### src/rtl/lia_phase_diff_averager.sv
// Pairs CH1/CH2 lock-in phase results, forms the wrapped difference and averages
// 2^AVG_LOG2 of them, unwrapped about the first sample of each block.

module lia_pda_chan #(
  parameter int PW = 16
) (
  input  logic          clk,
  input  logic          rst_n,
  input  logic          i_clear,
  input  logic          i_valid,
  input  logic [PW-1:0] i_phase,
  input  logic          i_take,
  input  logic          i_drop,
  output logic          o_pend,
  output logic [PW-1:0] o_phase,
  output logic          o_overrun
);
  logic          r_pend;
  logic [PW-1:0] r_phase;

  // A strobe on the consuming cycle re-arms the slot instead of overrunning it.
  assign o_overrun = i_valid & r_pend & ~i_take & ~i_clear;
  assign o_pend    = r_pend;
  assign o_phase   = r_phase;

  always_ff @(posedge clk or negedge rst_n) begin
    if (!rst_n) begin
      r_pend  <= 1'b0;
      r_phase <= '0;
    end else if (i_clear) begin
      r_pend  <= 1'b0;
    end else if (i_valid) begin
      r_pend  <= 1'b1;
      r_phase <= i_phase;
    end else if (i_take || i_drop) begin
      r_pend  <= 1'b0;
    end
  end
endmodule

module lia_phase_diff_averager #(
  parameter int PHASE_WIDTH    = 16,
  parameter int AVG_LOG2       = 4,
  parameter int TIMEOUT_CYCLES = 1000000
) (
  input  logic                   clk,
  input  logic                   rst_n,
  input  logic                   clear,
  input  logic [PHASE_WIDTH-1:0] ch1_phase,
  input  logic                   ch1_valid,
  input  logic                   ch1_locked,
  input  logic [PHASE_WIDTH-1:0] ch2_phase,
  input  logic                   ch2_valid,
  input  logic                   ch2_locked,
  output logic [PHASE_WIDTH-1:0] phase_diff,
  output logic                   phase_diff_valid,
  output logic                   busy,
  output logic                   unlock_abort,
  output logic                   pair_overrun,
  output logic                   pair_timeout
);
  localparam int PW    = PHASE_WIDTH;
  localparam int ACC_W = PW + AVG_LOG2;
  localparam int NW    = AVG_LOG2 + 1;
  localparam int TCW   = $clog2(TIMEOUT_CYCLES + 1);
  localparam int HALF  = (1 << AVG_LOG2) >> 1;
  localparam logic [NW-1:0]  N_LAST = NW'((1 << AVG_LOG2) - 1);
  localparam logic [TCW-1:0] T_LAST = TCW'(TIMEOUT_CYCLES - 1);

  typedef enum logic [1:0] {S_IDLE, S_ACCUM, S_DONE} state_t;

  state_t                   r_state;
  logic [PW-1:0]            r_ref;
  logic signed [ACC_W-1:0]  r_acc;
  logic [NW-1:0]            r_n;
  logic [TCW-1:0]           r_tcnt;

  logic [1:0]               w_valid, w_pend, w_ovr, w_drop;
  logic [1:0][PW-1:0]       w_phase_in, w_phase_q;
  logic                     w_take, w_lock, w_one, w_to;
  logic [PW-1:0]            w_d, w_delta, w_avg_out;
  logic signed [ACC_W-1:0]  w_delta_x;
  logic signed [ACC_W:0]    w_sum, w_shift;

  assign w_valid    = {ch2_valid, ch1_valid};
  assign w_phase_in = {ch2_phase, ch1_phase};

  for (genvar g = 0; g < 2; g++) begin : g_chan
    assign w_drop[g] = w_to & w_pend[g];
    lia_pda_chan #(.PW(PW)) u_chan (
      .clk       (clk),
      .rst_n     (rst_n),
      .i_clear   (clear),
      .i_valid   (w_valid[g]),
      .i_phase   (w_phase_in[g]),
      .i_take    (w_take),
      .i_drop    (w_drop[g]),
      .o_pend    (w_pend[g]),
      .o_phase   (w_phase_q[g]),
      .o_overrun (w_ovr[g])
    );
  end

  // Pairs wait while the result is being published.
  assign w_take = w_pend[0] & w_pend[1] & (r_state != S_DONE) & ~clear;
  assign w_lock = ch1_locked & ch2_locked;
  assign w_one  = w_pend[0] ^ w_pend[1];
  assign w_to   = w_one & (r_tcnt == T_LAST) & ~clear;

  assign w_d       = w_phase_q[0] - w_phase_q[1];
  assign w_delta   = w_d - r_ref;
  assign w_delta_x = ACC_W'($signed(w_delta));
  assign w_sum     = (ACC_W+1)'(r_acc) + (ACC_W+1)'(HALF);
  assign w_shift   = w_sum >>> AVG_LOG2;
  assign w_avg_out = r_ref + w_shift[PW-1:0];

  assign busy = (r_state == S_ACCUM);

  always_ff @(posedge clk or negedge rst_n) begin
    if (!rst_n) begin
      r_tcnt <= '0;
    end else if (clear || !w_one || w_to) begin
      r_tcnt <= '0;
    end else begin
      r_tcnt <= r_tcnt + 1'b1;
    end
  end

  always_ff @(posedge clk or negedge rst_n) begin
    if (!rst_n) begin
      pair_overrun <= 1'b0;
      pair_timeout <= 1'b0;
    end else if (clear) begin
      pair_overrun <= 1'b0;
      pair_timeout <= 1'b0;
    end else begin
      if (|w_ovr) pair_overrun <= 1'b1;
      if (w_to)   pair_timeout <= 1'b1;
    end
  end

  always_ff @(posedge clk or negedge rst_n) begin
    if (!rst_n) begin
      r_state          <= S_IDLE;
      r_ref            <= '0;
      r_acc            <= '0;
      r_n              <= '0;
      phase_diff       <= '0;
      phase_diff_valid <= 1'b0;
      unlock_abort     <= 1'b0;
    end else begin
      phase_diff_valid <= 1'b0;
      unlock_abort     <= 1'b0;
      if (clear) begin
        r_state <= S_IDLE;
        r_acc   <= '0;
        r_n     <= '0;
      end else begin
        case (r_state)
          S_IDLE: begin
            if (w_take && w_lock) begin
              r_ref   <= w_d;
              r_acc   <= '0;
              r_n     <= NW'(1);
              r_state <= (AVG_LOG2 == 0) ? S_DONE : S_ACCUM;
            end
          end
          S_ACCUM: begin
            if (w_take) begin
              if (w_lock) begin
                r_acc <= r_acc + w_delta_x;
                r_n   <= r_n + 1'b1;
                if (r_n == N_LAST) r_state <= S_DONE;
              end else begin
                unlock_abort <= 1'b1;
                r_state      <= S_IDLE;
              end
            end
          end
          S_DONE: begin
            phase_diff       <= w_avg_out;
            phase_diff_valid <= 1'b1;
            r_state          <= S_IDLE;
          end
          default: r_state <= S_IDLE;
        endcase
      end
    end
  end
endmodule

### config.mk
export PLATFORM = sky130hd
export DESIGN_NAME = lia_phase_diff_averager
export DESIGN_NICKNAME = d
export VERILOG_FILES = /design/src/rtl/lia_phase_diff_averager.sv
export SDC_FILE = /design/constraint.sdc
export NUM_CORES = 1
export LEC_CHECK = 0
export CAP_MARGIN = 20
export CORE_ASPECT_RATIO = 0.6
export CORE_UTILIZATION = 50
export DETAILED_ROUTE_END_ITERATION = 8
export GPL_TIMING_DRIVEN = 0
export PLACE_DENSITY = 0.72
export SETUP_SLACK_MARGIN = 0.05
export SYNTH_ARGS = -nofsm -noshare
export SYNTH_HDL_FRONTEND = slang
export SYNTH_HIERARCHICAL = 1
export SYNTH_SLANG_ARGS = --single-unit
### constraint.sdc
create_clock -name clk -period 5.79 [get_ports clk]
set_input_delay 1.158 -clock clk [delete_from_list [all_inputs] [get_ports clk]]
set_output_delay 1.158 -clock clk [all_outputs]
set_load 0.01 [all_outputs]
==> results.cfg, run 1 <==
[status]
status = complete, no violations

[critical_path]
rr_worst_depth = 27
slowest_delay_ns = 0.39
cp.arrival_ns = 5.73
critPathSlowestCell = dfrtp_1
reg2reg_to = r_acc[17]
required_ns = 6.08
critPathLaunchType = register
cp-end-kind = register
r2r-start = g_chan[0].u_chan/o_phase[0]
path_max_fanout = 6
r2r_setup_slack_ns = 0.34
worst-setup-path-type = register to register

[logic_synthesis]
syn_nets = 961
ys_ff_latch = 117
synthCells = 849
yosysTopAreaCellShare_pct = 36.9
avgSynthCellArea_sq_um = 9.35
synthFlopType = dfrtp_1
synth_edf_count = 0
syn_area_sq_um = 7940
ys_top_cells_by_area = dfrtp_1 (37%), ha_1 (11%), xnor2_1 (4.6%)
ys_warn_count = 6
synth_common_cells = dfrtp_1 (117), nand2_1 (88), ha_1 (69)
async_flop_share_pct = 100
synth-seq-area-share_pct = 36.9
yosysTopAreaCell = dfrtp_1
yosysMostFrequentCell = dfrtp_1
synth_cell_types = 66

[clocking]
clock_latency_ns = 0.42
clkTransAtPathRegs_ns = 0.07
root_buffer = clkbuf_16
cts-buffers-inserted = 17
clkSinkCount = 117
holdBufCountCts = 0
cts_tree = yes
cts_buffer_depth = 2
htree_levels = 4

[grt]
grt_max_degree = 84
grt_pass1_vias = 5985
overflow = 0
grt_pass1_wl_mm = 30.8
antenna_found_initial = 0
grtUsageTotal_pct = 24.3

[die]
start_util_pct = 51.5
coreArea_sq_um = 15400
die_width_um = 165
dieArea_sq_um = 16400
num_io_pins = 60
rows = 35
dieHeight_um = 99.6

[sta]
fin_crit_ns = 5.45
finalCritPeriodShare_pct = 94.1
clock_skew_ns = 0.0149
max_freq_mhz = 184
holdWs_ns = 0.474
finalSetupViolCount = 0
slew_viol_final = 0
tns_ns = 0
worstMarginPinSlew_ns = 1.19
slew_headroom_pct = 20.4
hold_viol_final = 0
rsz0062_at_grt = yes

[placement]
hpwl_mm = 13.9
io_buffers = 59
gpl.final_weighted_congestion = 0.832
dpl_cell_area_sq_um = 8810
place_inst = 1112

[flow_run]
maxCapViolations = 0

[routing]
drc = 0
routed_via_density = 5.54
drt-pass1-iter-count = 5
drt-initial-drc-count = 575
vias = 6351
postRouteAntennaNets = 0
drt-total-wl_mm = 18.8
wire_per_inst_um = 16.4

[hold_path]
worstHoldStart = phase_diff[3]
min_to = phase_diff[3]
whs_path_depth = 2
hold_class = register to register

[final_layout]
final_cell_area_sq_um = 9560
nets = 1043
drive_above_1_share_pct = 10.8
fin_cells = 1147
syn_to_final_growth_pct = 20.4
final_util_pct = 62.0
n_antenna_cell = 0

[power_and_ir_drop]
leakage_nw = 4.52
p_per_area_nw_per_um2 = 482
peakVddDrop_mv = 0.214
-- cells by family (layout without fill, tap and decap cells) --
logic type	count (synthesis)	count (layout)	share of synthesized area, %
DFF	117	117	36.9
adders and majority gates	73	73	11.9
AOI/OAI and AO/OA	189	189	15.1
buffers and inverters	76	171	4.19
and+or+nand+nor	274	274	16.4
xor gates and xnor gates	83	83	9.35
muxes	37	37	6.16
-- worst max-delay path: cells and delay by family (launching register included) --
family,cells,cell delay (ns)
xor gates and xnor gates,3,0.51
AOI/OAI and AO/OA,14,2.79
buffers and inverters,2,0.13
DFF,1,0.39
and+or+nand+nor,4,0.46
adders and majority gates,4,1.04
-- what timing repair did --
action,4_1_cts,5_1_grt
setup buffers,0,3
setup endpoints to repair,3,4
pin swaps,1,4
resized for setup,3,16
gates cloned,0,0
-- state kept, by name, indices dropped and copies added, names as in the netlist, 2 cells and up --
register               cells
g_chan.u_chan/o_phase     32
r_acc                     20
r_tcnt                    20
phase_diff                16
r_ref                     16
r_n                        5
g_chan.u_chan/o_pend       2
r_state                    2
-- worst max path at each step --
stage            endpoint                         from  depth (start not counted)  slack [ns]
2_1_floorplan   r_acc[17]  g_chan[0].u_chan/o_phase[2]                         25        0.62
3_5_place_dp    r_acc[17]  g_chan[0].u_chan/o_phase[0]                         27       -0.09
5_1_grt         r_acc[19]  g_chan[0].u_chan/o_phase[0]                         28       -0.03
3_3_place_gp   r_tcnt[11]                        rst_n                          1       -1.13
4_1_cts         r_acc[17]  g_chan[0].u_chan/o_phase[0]                         27        0.10
6_report        r_acc[17]  g_chan[0].u_chan/o_phase[0]                         27        0.34
-- cell type report --
class                           count  area [sq um]
Buffer                             20           123
Clock buffer                       17           425
Clock inverter                     15           216
Fill cell                        1276          5860
Inverter                           56           210
Multi-Input combinational cell    656          4760
Sequential cell                   117          2930
Tap cell                          203           254
Timing Repair Buffer               63           642
-- power breakdown --
part	internal, mW	total (mW)	leakage [nW]	switching [mW]
clock network	0.733	1.16	0.308	0.429
registers	0.905	0.973	1.53	0.0677
logic	1.08	2.48	2.68	1.40
-- per-layer routing --
metal	part of all wire [%]	vias up	global-route usage, %	routed length, um
li1	-	3147	-	-
met1	55	2976	40.1	10300
met2	38	210	31.8	7150
met3	6.3	18	4.42	1180
met4	1.0	0	5.22	193
met5	0	-	0	0
-- per-stage QoR --
step,power [mW],setup WS [ns]
finish,4.61,0.342
global route,4.93,-0.0275
CTS,4.42,0.102
detailed placement,3.22,-0.0921
global placement,3.20,-1.13
floorplan,2.71,0.624
-- cell usage in the layout, fill, tap and decap left out, types with 5 or more instances in the layout --
master,netlist,final
a21oi_1,40,37
clkbuf_16,0,17
and3_1,20,20
nor3b_1,5,5
nor3_1,16,16
xnor2_1,42,39
a31oi_1,6,6
mux2_4,20,20
nand2b_1,7,7
a21o_1,21,21
nor2_1,64,63
o21a_1,5,5
nand2_1,88,88
clkdlybuf4s50_1,0,58
o21ai_0,65,64
dfrtp_1,117,117
o21bai_1,6,6
inv_6,0,6
o31ai_1,5,5
inv_1,56,56
nand3_1,32,32
clkbuf_1,16,16
and2_1,7,7
ha_1,69,67
nor2b_1,13,12
mux2_2,14,14
xor2_1,39,39
Power figures use the tool's default switching activity.
==> run 2, diff against run 1 <==
--- a/config.mk
+++ b/config.mk
@@ -12,6 +12,7 @@
 export GPL_TIMING_DRIVEN = 0
 export PLACE_DENSITY = 0.72
 export SETUP_SLACK_MARGIN = 0.05
+export SLEW_MARGIN = 20
 export SYNTH_ARGS = -nofsm -noshare
 export SYNTH_HDL_FRONTEND = slang
 export SYNTH_HIERARCHICAL = 1
==> results.cfg, run 2 (synthesis results as in run 1) <==
[status]
status = complete, no violations

[final_layout]
fin_cells = 1144
fill_cells = 1288
syn_to_final_growth_pct = 19.7
final_common_cell = dfrtp_1
register_area_sq_um = 2930
nets = 1040
n_antenna_cell = 0
drive_above_1_share_pct = 10.7
largest_reg_flops = 32
multi_input_area_sq_um = 4750
final_cell_mix = dfrtp_1 (117), nand2_1 (88), ha_1 (67)

[die]
coreArea_sq_um = 15400
rows = 35
dieHeight_um = 99.6
start_util_pct = 51.5
dieArea_sq_um = 16400
num_io_pins = 60
die_width_um = 165

[critical_path]
cp-startpoint = g_chan[0].u_chan/o_phase[0]
rr_worst_depth = 27
worst-setup-path-type = register to register
critPathLaunchType = register
path_buf_inv = 2
cp-end-kind = register
cp.arrival_ns = 5.78
slowest_delay_ns = 0.40
critPathSlowestCell = dfrtp_1
path_max_fanout = 6
r2r-start = g_chan[0].u_chan/o_phase[0]
r2r_setup_slack_ns = 0.29
required_ns = 6.07
reg2reg_to = r_acc[17]
crit_path_end = r_acc[17]
crit_family = compound AO/OA/AOI/OAI gates
crit_cells = 27

[grt]
grt_pass1_wl_mm = 30.4
antenna_found_initial = 0
grt_max_degree = 76
overflow = 0
grtUsageTotal_pct = 24.1
grt_pass1_vias = 5809

[routing]
drt-pass1-iter-count = 5
drt-initial-drc-count = 618
drc = 0
wire_per_inst_um = 16.5
routed_via_density = 5.44
vias = 6224
drt-total-wl_mm = 18.8
postRouteAntennaNets = 0

[power_and_ir_drop]
leakage_nw = 4.48
p_per_area_nw_per_um2 = 473
peakVddDrop_mv = 0.257

[sta]
tns_ns = 0
slew_viol_final = 0
worstMarginPinSlew_ns = 0.729
clock_skew_ns = 0.00973
rsz0062_at_grt = yes
slew_headroom_pct = 51.4
fin_crit_ns = 5.50
finalSetupViolCount = 0
hold_viol_final = 0
finalCritPeriodShare_pct = 95.0
setup_slack_ns = 0.292
max_freq_mhz = 182

[clocking]
holdBufCountCts = 0
cts_tree = yes
cts_buffer_depth = 2
clock_latency_ns = 0.42
cts-buffers-inserted = 17
htree_levels = 4
root_buffer = clkbuf_16
clkTransAtPathRegs_ns = 0.06
clkSinkCount = 117

[placement]
place_inst = 1112
hpwl_mm = 13.9
io_buffers = 59
dp_worst_setup_slack_ns = -0.0172
gpl.final_weighted_congestion = 0.832

[flow_run]
maxCapViolations = 0

[hold_path]
hold_class = register to register
-- run 2: cell count changes in the layout (fill, tap and decap cells not counted), sizes merged --
cell | previous run | this run
clkinv | 2 | 3
bufinv | 4 | 3
clkinvlp | 2 | 3
buf | 9 | 7
clkbuf | 33 | 32
inv | 63 | 62
-- run 2: worst min path at each step --
stage / endpoint / cells after the start / start
global route: phase_diff[8] / 2 / phase_diff[8]
CTS: phase_diff[7] / 2 / phase_diff[7]
detailed placement: phase_diff[7] / 2 / phase_diff[7]
global placement: phase_diff[0] / 2 / phase_diff[0]
finish: phase_diff[3] / 2 / phase_diff[3]
floorplan: r_tcnt[0] / 1 / r_tcnt[0]
-- run 2: worst reg2reg max path: cells and delay by family (launching register included) --
kind                     cells  cell delay, ns
buffers and inverters        2            0.13
flip-flops                   1            0.40
AO/OA/AOI/OAI               14            2.77
AND/OR/NAND/NOR              4            0.46
XOR/XNOR                     3            0.50
adder cells (fa/ha/maj)      4            1.13
-- run 2: power breakdown --
| group | total (mW) | switching (mW) | internal (mW) |
|---|---|---|---|
| clock network | 1.11 | 0.426 | 0.688 |
| logic | 2.41 | 1.38 | 1.03 |
| registers | 0.973 | 0.0679 | 0.905 |
-- run 2: layer usage --
layer  vias to the layer above  share of wire [%]  global-route usage [%]
met4                         0                1.3                    6.14
met5                         -                  0                       0
met1                      2912                 55                    39.3
li1                       3136                  -                       -
met3                        19                5.4                    4.96
met2                       157                 38                    31.2
-- run 2: cell type report --
cell class | count | area share [%]
clock inverters | 15 | 2.04
multi-input cells | 656 | 50.0
inverters | 56 | 2.21
repair buffers | 61 | 6.52
clock buffers | 17 | 4.48
well taps | 203 | 2.67
plain buffers | 19 | 1.25
flip-flops and latches | 117 | 30.8
-- run 2: timing repair --
item / CTS / global route
buffers inserted: 0 / 1
pin swaps: 0 / 2
gates resized for setup: 2 / 16
setup endpoints to repair: 2 / 5
-- run 2: stage by stage --
| step | utilization, % | cell area (sq um) | power, mW | hold slack (ns) |
|---|---|---|---|---|
| after global routing | 61.6 | 9500 | 4.81 | 0.510 |
| after CTS | 61.2 | 9430 | 4.36 | 0.483 |
| final | 61.6 | 9500 | 4.49 | 0.475 |
| after detailed placement | 57.1 | 8800 | 3.22 | 0.469 |
| after floorplan | - | 7940 | 2.71 | 0.447 |
| after global placement | 57.0 | 8780 | 3.20 | 0.457 |
